[config.mk]
export PLATFORM = sky130hd
export DESIGN_NAME = down_counter_flat
export DESIGN_NICKNAME = d
export VERILOG_FILES = /design/src/rtl/down_counter_if.sv /design/src/rtl/down_counter.sv /design/src/flat_wrapper.sv
export SDC_FILE = /design/constraint.sdc
export NUM_CORES = 1
export LEC_CHECK = 0
export ABC_AREA = 1
export CELL_PAD_IN_SITES_DETAIL_PLACEMENT = 1
export CELL_PAD_IN_SITES_GLOBAL_PLACEMENT = 1
export CORE_UTILIZATION = 39
export DETAILED_ROUTE_END_ITERATION = 6
export PLACE_DENSITY = 0.85
export SYNTH_ARGS = -nofsm -noshare
export SYNTH_HDL_FRONTEND = slang
export SYNTH_SLANG_ARGS = --single-unit
[constraint.sdc]
create_clock -name clk -period 3.2 [get_ports clk]
set_input_delay 0.64 -clock clk [delete_from_list [all_inputs] [get_ports clk]]
set_output_delay 0.64 -clock clk [all_outputs]
set_load 0.01 [all_outputs]
[src/rtl/down_counter_if.sv]
// down_counter_if
//   Groups the control and status signals of the down_counter timer so the
//   block can be connected with a single port.
//
//   Signals (WIDTH-bit where noted):
//     en        count enable, decrement permitted when high
//     load      synchronous load strobe
//     load_val  value captured on load (WIDTH)
//     reload    auto-reload mode select, sampled at the expiry edge
//     count     current counter value, registered (WIDTH)
//     busy      high while the counter is running, registered
//     tc        terminal-count pulse, registered, one cycle wide
//     zero      combinational (count == 0)
//     state_dbg current FSM state for observation (0 = IDLE, 1 = RUN)
//
//   Handshake: there is no backpressure. load is a strobe that is taken on
//   every rising edge where it is high (unless reset is active); en, reload
//   and load_val are plain level inputs sampled on the same edge.
//
//   Modports: master drives the controls (testbench or host logic),
//   slave is the counter itself.
`timescale 1ns/1ps

interface down_counter_if #(
    parameter int WIDTH = 8
);
    logic             en;
    logic             load;
    logic [WIDTH-1:0] load_val;
    logic             reload;
    logic [WIDTH-1:0] count;
    logic             busy;
    logic             tc;
    logic             zero;
    logic             state_dbg;

    modport master (
        output en, load, load_val, reload,
        input  count, busy, tc, zero, state_dbg
    );

    modport slave (
        input  en, load, load_val, reload,
        output count, busy, tc, zero, state_dbg
    );
endinterface

[src/rtl/down_counter.sv]
// down_counter
//   Loadable WIDTH-bit down-counter / interval timer. A load starts a count
//   from load_val; every enabled cycle in RUN decrements it. The edge that
//   takes the count from 1 to its expiry value raises tc for one cycle and
//   either stops the counter at 0 (one-shot) or reloads the last loaded
//   value (periodic tick generator, reload=1).
//
//   Ports:
//     clk  rising-edge clock
//     rst  asynchronous active-low reset (rst=0 resets immediately)
//     bus  down_counter_if.slave: en, load, load_val, reload in;
//          count, busy, tc, zero, state_dbg out
//
//   Edge priority: reset > load > count.
`timescale 1ns/1ps

module down_counter #(
    parameter int WIDTH = 8
) (
    input  logic           clk,
    input  logic           rst,
    down_counter_if.slave  bus
);

    typedef enum logic {
        IDLE = 1'b0,
        RUN  = 1'b1
    } state_e;

    localparam logic [WIDTH-1:0] ZERO = '0;
    localparam logic [WIDTH-1:0] ONE  = WIDTH'(1);

    state_e           state_q, state_d;
    logic [WIDTH-1:0] count_q, count_d;
    logic [WIDTH-1:0] reload_q, reload_d;
    logic             tc_q, tc_d;

    always_ff @(posedge clk or negedge rst) begin
        if (!rst) begin
            state_q  <= IDLE;
            count_q  <= ZERO;
            reload_q <= ZERO;
            tc_q     <= 1'b0;
        end else begin
            state_q  <= state_d;
            count_q  <= count_d;
            reload_q <= reload_d;
            tc_q     <= tc_d;
        end
    end

    always_comb begin
        state_d  = state_q;
        count_d  = count_q;
        reload_d = reload_q;
        tc_d     = 1'b0;

        if (bus.load) begin
            // A load overrides any expiry on the same edge, so tc stays low.
            count_d  = bus.load_val;
            reload_d = bus.load_val;
            state_d  = (bus.load_val != ZERO) ? RUN : IDLE;
        end else if (state_q == RUN && bus.en) begin
            if (count_q > ONE) begin
                count_d = count_q - ONE;
            end else if (count_q == ONE) begin
                // Expiry edge: tc lines up with the cycle that first shows
                // the post-expiry count (0 or the reloaded value).
                tc_d = 1'b1;
                if (bus.reload) begin
                    count_d = reload_q;
                end else begin
                    count_d = ZERO;
                    state_d = IDLE;
                end
            end else begin
                // RUN with count 0 is unreachable; fall back to IDLE
                // without a pulse rather than wrapping to all-ones.
                state_d = IDLE;
            end
        end
    end

    assign bus.count     = count_q;
    assign bus.busy      = (state_q == RUN);
    assign bus.tc        = tc_q;
    assign bus.zero      = (count_q == ZERO);
    assign bus.state_dbg = state_q;

endmodule

[src/flat_wrapper.sv]
// flat-port wrapper written by rule: the top's interface ports become plain ports
module down_counter_flat 
#(
    parameter int WIDTH = 8
)
  (clk, rst, bus_en, bus_load, bus_load_val, bus_reload, bus_count, bus_busy, bus_tc, bus_zero, bus_state_dbg);
  down_counter_if #(.WIDTH(WIDTH)) bus_i ();
  input  logic clk;
  input  logic rst;
  input wire logic [$bits(bus_i.en)-1:0] bus_en;
  input wire logic [$bits(bus_i.load)-1:0] bus_load;
  input wire logic [$bits(bus_i.load_val)-1:0] bus_load_val;
  input wire logic [$bits(bus_i.reload)-1:0] bus_reload;
  output wire logic [$bits(bus_i.count)-1:0] bus_count;
  output wire logic [$bits(bus_i.busy)-1:0] bus_busy;
  output wire logic [$bits(bus_i.tc)-1:0] bus_tc;
  output wire logic [$bits(bus_i.zero)-1:0] bus_zero;
  output wire logic [$bits(bus_i.state_dbg)-1:0] bus_state_dbg;
  assign bus_i.en = bus_en;
  assign bus_i.load = bus_load;
  assign bus_i.load_val = bus_load_val;
  assign bus_i.reload = bus_reload;
  assign bus_count = bus_i.count;
  assign bus_busy = bus_i.busy;
  assign bus_tc = bus_i.tc;
  assign bus_zero = bus_i.zero;
  assign bus_state_dbg = bus_i.state_dbg;
  down_counter #(.WIDTH(WIDTH)) u_core (.clk(clk), .rst(rst), .bus(bus_i));
endmodule
== After elaboration in Yosys (flattened, before gate mapping) ==
Index checks and enable logic that the tools add are counted.

* Register bits: 18
* Latch bits: 0
* Bits in writable memories: 0
* ROM bits: 0
* Bits of input ports: 13
* Logic and storage cells: 31
* Memories: 0

* Add/sub/neg operators: 1
* $mul: 0
* Div/mod/pow operators: 0
* $lt $le $gt $ge: 1
* Equality and inequality tests: 3
* Shift operators: 0
* Muxes and demuxes: 15
* Bitwise operators: 0
* Reductions and logical operators: 7

{| class="wikitable"
|+ Operators by type and width
! kind !! count
|-
| $mux W8 || 5
|-
| $mux W1 || 10
|-
| $eq A8 B1 Y1 const B || 1
|-
| $gt A8 B1 Y1 const B || 1
|-
| $logic_not A8 Y1 || 1
|-
| $reduce_bool A8 Y1 || 1
|-
| $sub A8 B1 Y8 const B || 1
|-
| $ne A3 B3 Y1 const B || 1
|-
| $reduce_and A3 Y1 || 1
|-
| $reduce_bool A3 Y1 || 1
|-
| $ne A2 B2 Y1 const B || 1
|-
| $reduce_and A2 Y1 || 1
|-
| $reduce_bool A2 Y1 || 1
|-
| $logic_and A1 B1 Y1 || 1
|}

== Longest topological paths before layout ==
Gate-level depths: netlist of the first run.

* Depth after elaboration: 5
* Gate-level depth with buffers: 10

== Least setup slack after synthesis of the first run ==
No wires, ideal clock.

* Kind: reg2out
* From: reg u_core.count_q[0] (netlist: u_core.bus.count[0])
* To: out bus_zero
* Data arrival time: 0.958 ns
* Path slack: 1.602 ns
* Cell stages (with the launch flop): 5
* Path buffers: 0
* Cell sequence: dfrtp_1 -> inv_1 -> ha_1 -> nand2_1 -> nor2_1

* Cells in the longest elaborated chain, start to end: 1

{| class="wikitable"
|+ RTL lines
! element !! RTL line !! text
|-
| start, declared || down_counter.sv:34 || <nowiki>logic [WIDTH-1:0] count_q, count_d;</nowiki>
|-
| start signal, assigned || down_counter.sv:46 || <nowiki>count_q <= count_d;</nowiki>
|-
| $logic_not A8 Y1 || down_counter.sv:87 || <nowiki>assign bus.zero = (count_q == ZERO);</nowiki>
|-
| end, declared || flat_wrapper.sv:17 || <nowiki>output wire logic [$bits(bus_i.zero)-1:0] bus_zero;</nowiki>
|}

Every way passes these cells.

== Final worst setup path of the first run ==
Ends and elaborated chain as after synthesis.

==> summary.md, run 1 <==
| Metric | Value |
|---|---|
| GP Congestion | approximately 0.85 |
| Asr flop ratio synth | 1.00 |
| Die width | between 50 and 60 um |
| P_leak | about 0.76 nW |
| CP Launch Type | register |
| Clock Skew | around 2.4 ps |
| Most frequent cells in the layout | nand2_1, clkdlybuf4s50_1, nand3_1 |
| Post-CTS sizing | 0 |
| Final wirelength | between 3000 and 4000 um |
| Longest Clk Path Bufs | 2 |
| Drt initial violations | 40 |
| Setup TNS | 0 ps |
| CP Buf/Inv Count | 2 |
| Cts hold-fix bufs | 0 |
| CP arrival | 1810 ps |
| CP max FO | 6 |
| RSZ-0062 raised after global routing | false |
| Worst Hold Depth | 2 |
| Clock-pin slew on the worst setup and hold paths | 110 ps |
| Distinct cells, synth | 23 |
| Fillers | ~410 |
| ANT nets after route | 0 |
| Syn avg cell area | roughly 7 um^2 |
| Sequential Area | around 450 um^2 |
| Synth warn | 0 |
| WL/cell | approximately 13 um |
| Post-Syn Nets | roughly 190 |
| Area taken by multi-input logic gates | around 680 um^2 |
| Post-CTS Setup Bufs | 0 |
| DR pass1 iterations | 4 |
| Worst slew margin | 0.449 |
| Post-synth EDFFs | 0 |
| Final Non-Filler Cells | 243 |
| Logic pwr share | 0.354 |
| Layout cell share with drive strength beyond 1 | 0.111 |
| Diodes inserted | 0 |
| Number of cells on the critical path | 5 |
| Row count | 20 |
| Most used DFF post-synth | dfrtp_1 |
| Minimum clock period after layout | 2450 ps |
| GRT Residual Overflow | 0 |
| Die area | roughly 0.0034 mm^2 |
| PD cells | about 440 mW/mm^2 |
| Drc violations | 0 |
| Initial Util | 0.408 |
| Dpl cells | roughly 240 |
| IO buf count | 24 |
| CTS root buffer | clkbuf_4 |
| Initial antenna violation count | 0 |
| Fin nets | 216 |
| Type of the tightest min-delay check | register to register |
| Slew Limit Fails | 0 |
| Num Clock Sinks | 18 |
| Critical-path cell list | inv_1 -> ha_1 -> nand2_1 -> nor2_1 -> clkdlybuf4s50_1 |
| Net Sw Frac | 0.359 |
| Drt via density | a little under 5 |
| Internal power | 0.431 mW |
| Vias in the first global route | approximately 1.3k |
| Status | finished clean |
| Max VDD drop | approximately 0.19 mV |
| Final Hold Fails | 0 |
| Crit-path leading delay family | buffers and inverters |
| R2R depth | 9 |
| WS Path Type | register to output port |
| CP endpoint kind | output port |
| Period utilisation layout | 0.766 |
| Commonest non-fill, non-tap cell in the layout | nand2_1 |
| Clk pwr share | 0.211 |
| DPL Wire Length | around 2600 um |
| Num CTS Buffers | 3 |
| # setup viols final | 0 |
| Seq/Total Area, Yosys | 0.361 |
| TritonCTS clock tree | yes |
| Flop pwr share | 0.434 |
| Layout area overhead | 22.8% |
| Worst stage delay on the critical path | 540 ps |
| Htree depth | 1 |
| Measured slew at the worst slew-check pin | between 800 and 900 ps |
| Die H | 58.5 um |
| Routed via count | between 1k and 1.5k |
| CP max stage cell | clkdlybuf4s50_1 |
| Global-route wire length before repair | 5690 um |
| I/O Pins | 25 |
| F_max | between 400 and 500 MHz |
| Post-Synthesis Cells | approximately 180 |
| Clock latency on the worst-skew pair | 290 ps |
| Mapped Area | approximately 0.0012 mm^2 |
| Switching pwr | approximately 0.24 mW |
| Req. time, crit path | about 2600 ps |
| Synth Register Bits | 18 |
| Maximum Capacitance Violations | 0 |
| Core ar. | between 0.003 and 0.004 mm^2 |
| Largest net degree at the start of global routing | 22 |
| Total GRT Usage | 0.218 |
Yosys cell counts, types with 2 or more instances:
cell | count | share of area
nand3_1 | 21 | 0.084
inv_1 | 19 | 0.057
nand2_2 | 3 | 0.015
nor2_4 | 2 | 0.018
buf_6 | 2 | 0.018
dfrtp_1 | 18 | 0.36
nand2_1 | 58 | 0.17
a21oi_2 | 8 | 0.056
nor2_1 | 19 | 0.057
a21oi_1 | 9 | 0.036
nand2_4 | 2 | 0.018
o21ai_0 | 2 | 0.0080
ha_1 | 3 | 0.030
per-stage QoR:
stage	utilization	hold WS (ps)	area (um^2)	power [mW]	setup slack (ps)
2_1_floorplan	-	344	1250	0.439	1600
3_3_place_gp	0.489	457	1490	0.528	759
3_5_place_dp	0.489	459	1490	0.535	647
4_1_cts	0.501	486	1530	0.679	737
5_1_grt	0.501	508	1530	0.719	666
6_report	0.501	481	1530	0.673	750
cell families after synthesis:
| group | Yosys count | synth area share |
|---|---|---|
| AOI/OAI and AO/OA | 19 | 0.100 |
| xor gates and xnor gates | 1 | 0.00703 |
| adders and majority gates | 3 | 0.0301 |
| buffers and inverters | 24 | 0.0954 |
| DFF | 18 | 0.361 |
| and+or+nand+nor | 111 | 0.406 |
power groups by stage:
stage               combinational (mW)  sequential, mW  clock (mW)
finish                           0.238           0.292       0.142
global route                     0.268           0.297       0.154
CTS                              0.241           0.292       0.146
detailed placement               0.239           0.297           0
global placement                 0.233           0.296           0
floorplan                        0.141           0.298           0
sequential cells by signal, indices dropped and copies added, names as in the netlist:
register	count
u_core.bus.tc	1
u_core.bus.count	8
u_core.bus.busy	1
u_core.reload_q	8
tightest hold or removal path: stages, from the launching register on:
cell	delay (ps)
dfrtp_1	360
nand2_1	50
nand2_1	50
worst paths after layout:
kind	endpoint	startpoint	slack, ps
setup / recovery	bus_zero	u_core.bus.count[0]$_DFFE_PN0P_	750
hold / removal	u_core.reload_q[5]$_DFFE_PN0P_	u_core.reload_q[5]$_DFFE_PN0P_	480
setup reg to reg	u_core.bus.busy$_DFFE_PN0P_	u_core.bus.count[0]$_DFFE_PN0P_	1370
hold reg to reg	u_core.reload_q[5]$_DFFE_PN0P_	u_core.reload_q[5]$_DFFE_PN0P_	480
max in group asynchronous	u_core.bus.count[5]$_DFFE_PN0P_	rst	1880
min in group asynchronous	u_core.reload_q[1]$_DFFE_PN0P_	rst	810
routing by layer:
layer  share of wire  wire length, um  global-route usage  vias up
met5               0                0                   0        -
met4           0.013               42              0.0850        0
met3           0.020               64              0.0198        6
met2            0.51             1650               0.397       23
met1            0.46             1480               0.265      559
li1                -                -                   -      599
final cells by class:
class                   count  share of cell area
multi-input cells         134               0.442
flip-flops and latches     18               0.294
repair buffers             24               0.157
clock buffers               4              0.0237
well taps                  44              0.0360
inverters                  19              0.0466
No activity file was read; power rests on OpenSTA's default activity.
==> run 2: changes to the inputs <==
Settings changed: CORE_UTILIZATION 39 to 32, PLACE_DENSITY 0.85 to 0.75.
Clock period 3.2 ns to 2.14 ns, I/O delays scaled along.
==> run 2 against run 1 <==
  * Die area increased by 21%
  * Combinational power increased by 56%
  * Power increased by 62%
  * Sequential share of layout area decreased by 1.1 points
  * Clock-buffer cell count unchanged
  * Clock power increased by 100%
  * Hold slack got worse by 1.9 ps
  * Critical endpoint is now bus_count[2]
==> summary.md, run 2 (same netlist as run 1, synthesis figures left out) <==
| Metric | Value |
|---|---|
| Dpl cells | 247 (+3.3%) |
| WL/cell | 12.8 um (-4.3%) |
| Final wirelength | 3200 um (-1.1%) |
| Power Total | 1.09 mW (+62%) |
| Final Non-Filler Cells | 251 (+3.3%) |
| Fin nets | 220 (+1.9%) |
| Status | finished clean |
| F_max | around 560 MHz |
| Routed via count | 1154 (-2.8%) |
| Maximum Capacitance Violations | 0 (unchanged) |
| Final Util | 0.432 (-0.0694) |
| Minimum clock period after layout | ~1800 ps |
| Core ar. | 0.00369 mm^2 (+21%) |
| Num CTS Buffers | 3 (unchanged) |
| Critical-path cell list | buf_4 -> clkdlybuf4s50_1 |
| DR pass1 iterations | 2 (-2) |
| DPL Wire Length | 2660 um (+2.2%) |
| R2R setup slack | 440 ps (-930 ps) |
| CP Launch Type | register |
| CTS root buffer | clkbuf_8 |
| Measured slew at the worst slew-check pin | 407 ps (-417 ps) |
| Sequential Area | 452 um^2 (+0.28%) |
| # setup viols final | 0 (unchanged) |
| GRT Residual Overflow | 0 (unchanged) |
| RSZ-0062 raised after global routing | false |
| Num Clock Sinks | 18 (unchanged) |
| Slew Limit Fails | 0 (unchanged) |
| Hold Slack | 479 ps (-1.86 ps) |
| P_leak | 0.803 nW (+5.7%) |
| Crit-path leading delay family | buffers and inverters |
| Final Hold Fails | 0 (unchanged) |
| Commonest non-fill, non-tap cell in the layout | nand2_1 |
| Initial Util | 0.338 (-0.0703) |
| Drt via density | 4.60 (-5.9%) |
| Clock latency on the worst-skew pair | 260 ps (-30 ps) |
| GP Congestion | 0.813 (-4.7%) |
| ANT nets after route | 0 (unchanged) |
| IO buf count | 24 (unchanged) |
| CP Buf/Inv Count | 2 (unchanged) |
| Setup TNS | 0 ps (unchanged) |
| Initial antenna violation count | 0 (unchanged) |
| WS Path Type | register to output port |
| Clock Skew | 4.66 ps (+2.21 ps) |
| Period utilisation layout | 0.833 |
| Longest Clk Path Bufs | 2 (unchanged) |
| Htree depth | 1 (unchanged) |
| Req. time, crit path | 1710 ps (-850 ps) |
| Layout area overhead | 27.8% |
| Vias in the first global route | 1235 (-7.1%) |
| I/O Pins | 25 (unchanged) |
| Fillers | 493 (+22%) |
| Worst stage delay on the critical path | 530 ps (about the same) |
| Drt initial violations | 34 (-15%) |
| CP endpoint kind | output port |
| Layout cell share with drive strength beyond 1 | 0.143 (+0.0323) |
| Most frequent cells in the layout | nand2_1, clkdlybuf4s50_1, nand3_1 |
| Die area | 0.00415 mm^2 (+21%) |
| Global-route wire length before repair | 5690 um (+0.12%) |
| Total GRT Usage | 0.176 (-0.0424) |
| Row count | 22 (+10%) |
| Die H | 64.4 um (+10%) |
| CP arrival | 1350 ps (-460 ps) |
| Worst slew margin | 0.729 (+0.280) |
| Largest net degree at the start of global routing | 19 (-14%) |
| CP max stage cell | clkdlybuf4s50_1 |
| Type of the tightest min-delay check | register to register |
| Diodes inserted | 0 (unchanged) |
| Die width | 64.4 um (+10%) |
| PD cells | 686 mW/mm^2 (+56%) |
| TritonCTS clock tree | yes |
| Clock-pin slew on the worst setup and hold paths | 70 ps (-40 ps) |
| CP max FO | 5 (-1) |
| Drc violations | 0 (unchanged) |
| Max VDD drop | 0.369 mV (+99%) |
| Cts hold-fix bufs | 0 (unchanged) |
| Area taken by multi-input logic gates | 682 um^2 (+0.74%) |
## run 2: changes by cell type in the layout (fill, tap and decap cells not counted), moves of 2 or more
cell | previous run | this run
clkbuf_4 | 3 | 0
buf_4 | 0 | 4
clkbuf_8 | 1 | 4
inv_1 | 19 | 17
inv_2 | 0 | 2
## run 2: layout make-up
cell class | instances | area share
tap | 48 | 0.0377
timing repair buffer | 28 | 0.171
inverter | 19 | 0.0448
sequential | 18 | 0.284
clock buffer | 4 | 0.0346
multi-input combinational | 134 | 0.428
## run 2: through the flow
step	cell area (um^2)	worst slack, ps
floorplan	1250	592
global placement	1530	321
detailed placement	1530	258
CTS	1580	19.0
global route	1590	286
finish	1590	358
## run 2: report_power, final
group	internal (mW)	switching [mW]	leakage, nW	total [mW]
registers	0.383	0.0528	0.213	0.436
logic	0.170	0.202	0.562	0.372
clock network	0.164	0.120	0.0288	0.284
## run 2: metal layers
| metal | GRT usage | wire length [um] |
|---|---|---|
| met2 | 0.304 | 1490 |
| met3 | 0.0268 | 91 |
| met4 | 0.0417 | 29 |
| met1 | 0.227 | 1590 |
| met5 | 0 | 0 |
## run 2: worst min-delay path, delay by kind of cell (launching register included)
| family | cells | cell delay [ps] |
|---|---|---|
| DFF | 1 | 350 |
| and+or+nand+nor | 2 | 110 |
## run 2: what timing repair did
item                       4_1_cts  5_1_grt
setup buffers                    0        0
pin swaps                        0        0
setup endpoints to repair        1        1
resized for setup                1        4
## run 2: final timing paths
| check | cells past startpoint | from | end |
|---|---|---|---|
| setup / recovery | 2 | u_core.bus.count[2]$_DFFE_PN0P_ | bus_count[2] |
| hold / removal | 2 | u_core.reload_q[7]$_DFFE_PN0P_ | u_core.reload_q[7]$_DFFE_PN0P_ |
| setup reg to reg | 7 | u_core.bus.count[0]$_DFFE_PN0P_ | u_core.bus.count[2]$_DFFE_PN0P_ |
| hold reg to reg | 2 | u_core.reload_q[7]$_DFFE_PN0P_ | u_core.reload_q[7]$_DFFE_PN0P_ |
| max in group asynchronous | 2 | rst | u_core.bus.count[0]$_DFFE_PN0P_ |
| min in group asynchronous | 2 | rst | u_core.bus.busy$_DFFE_PN0P_ |
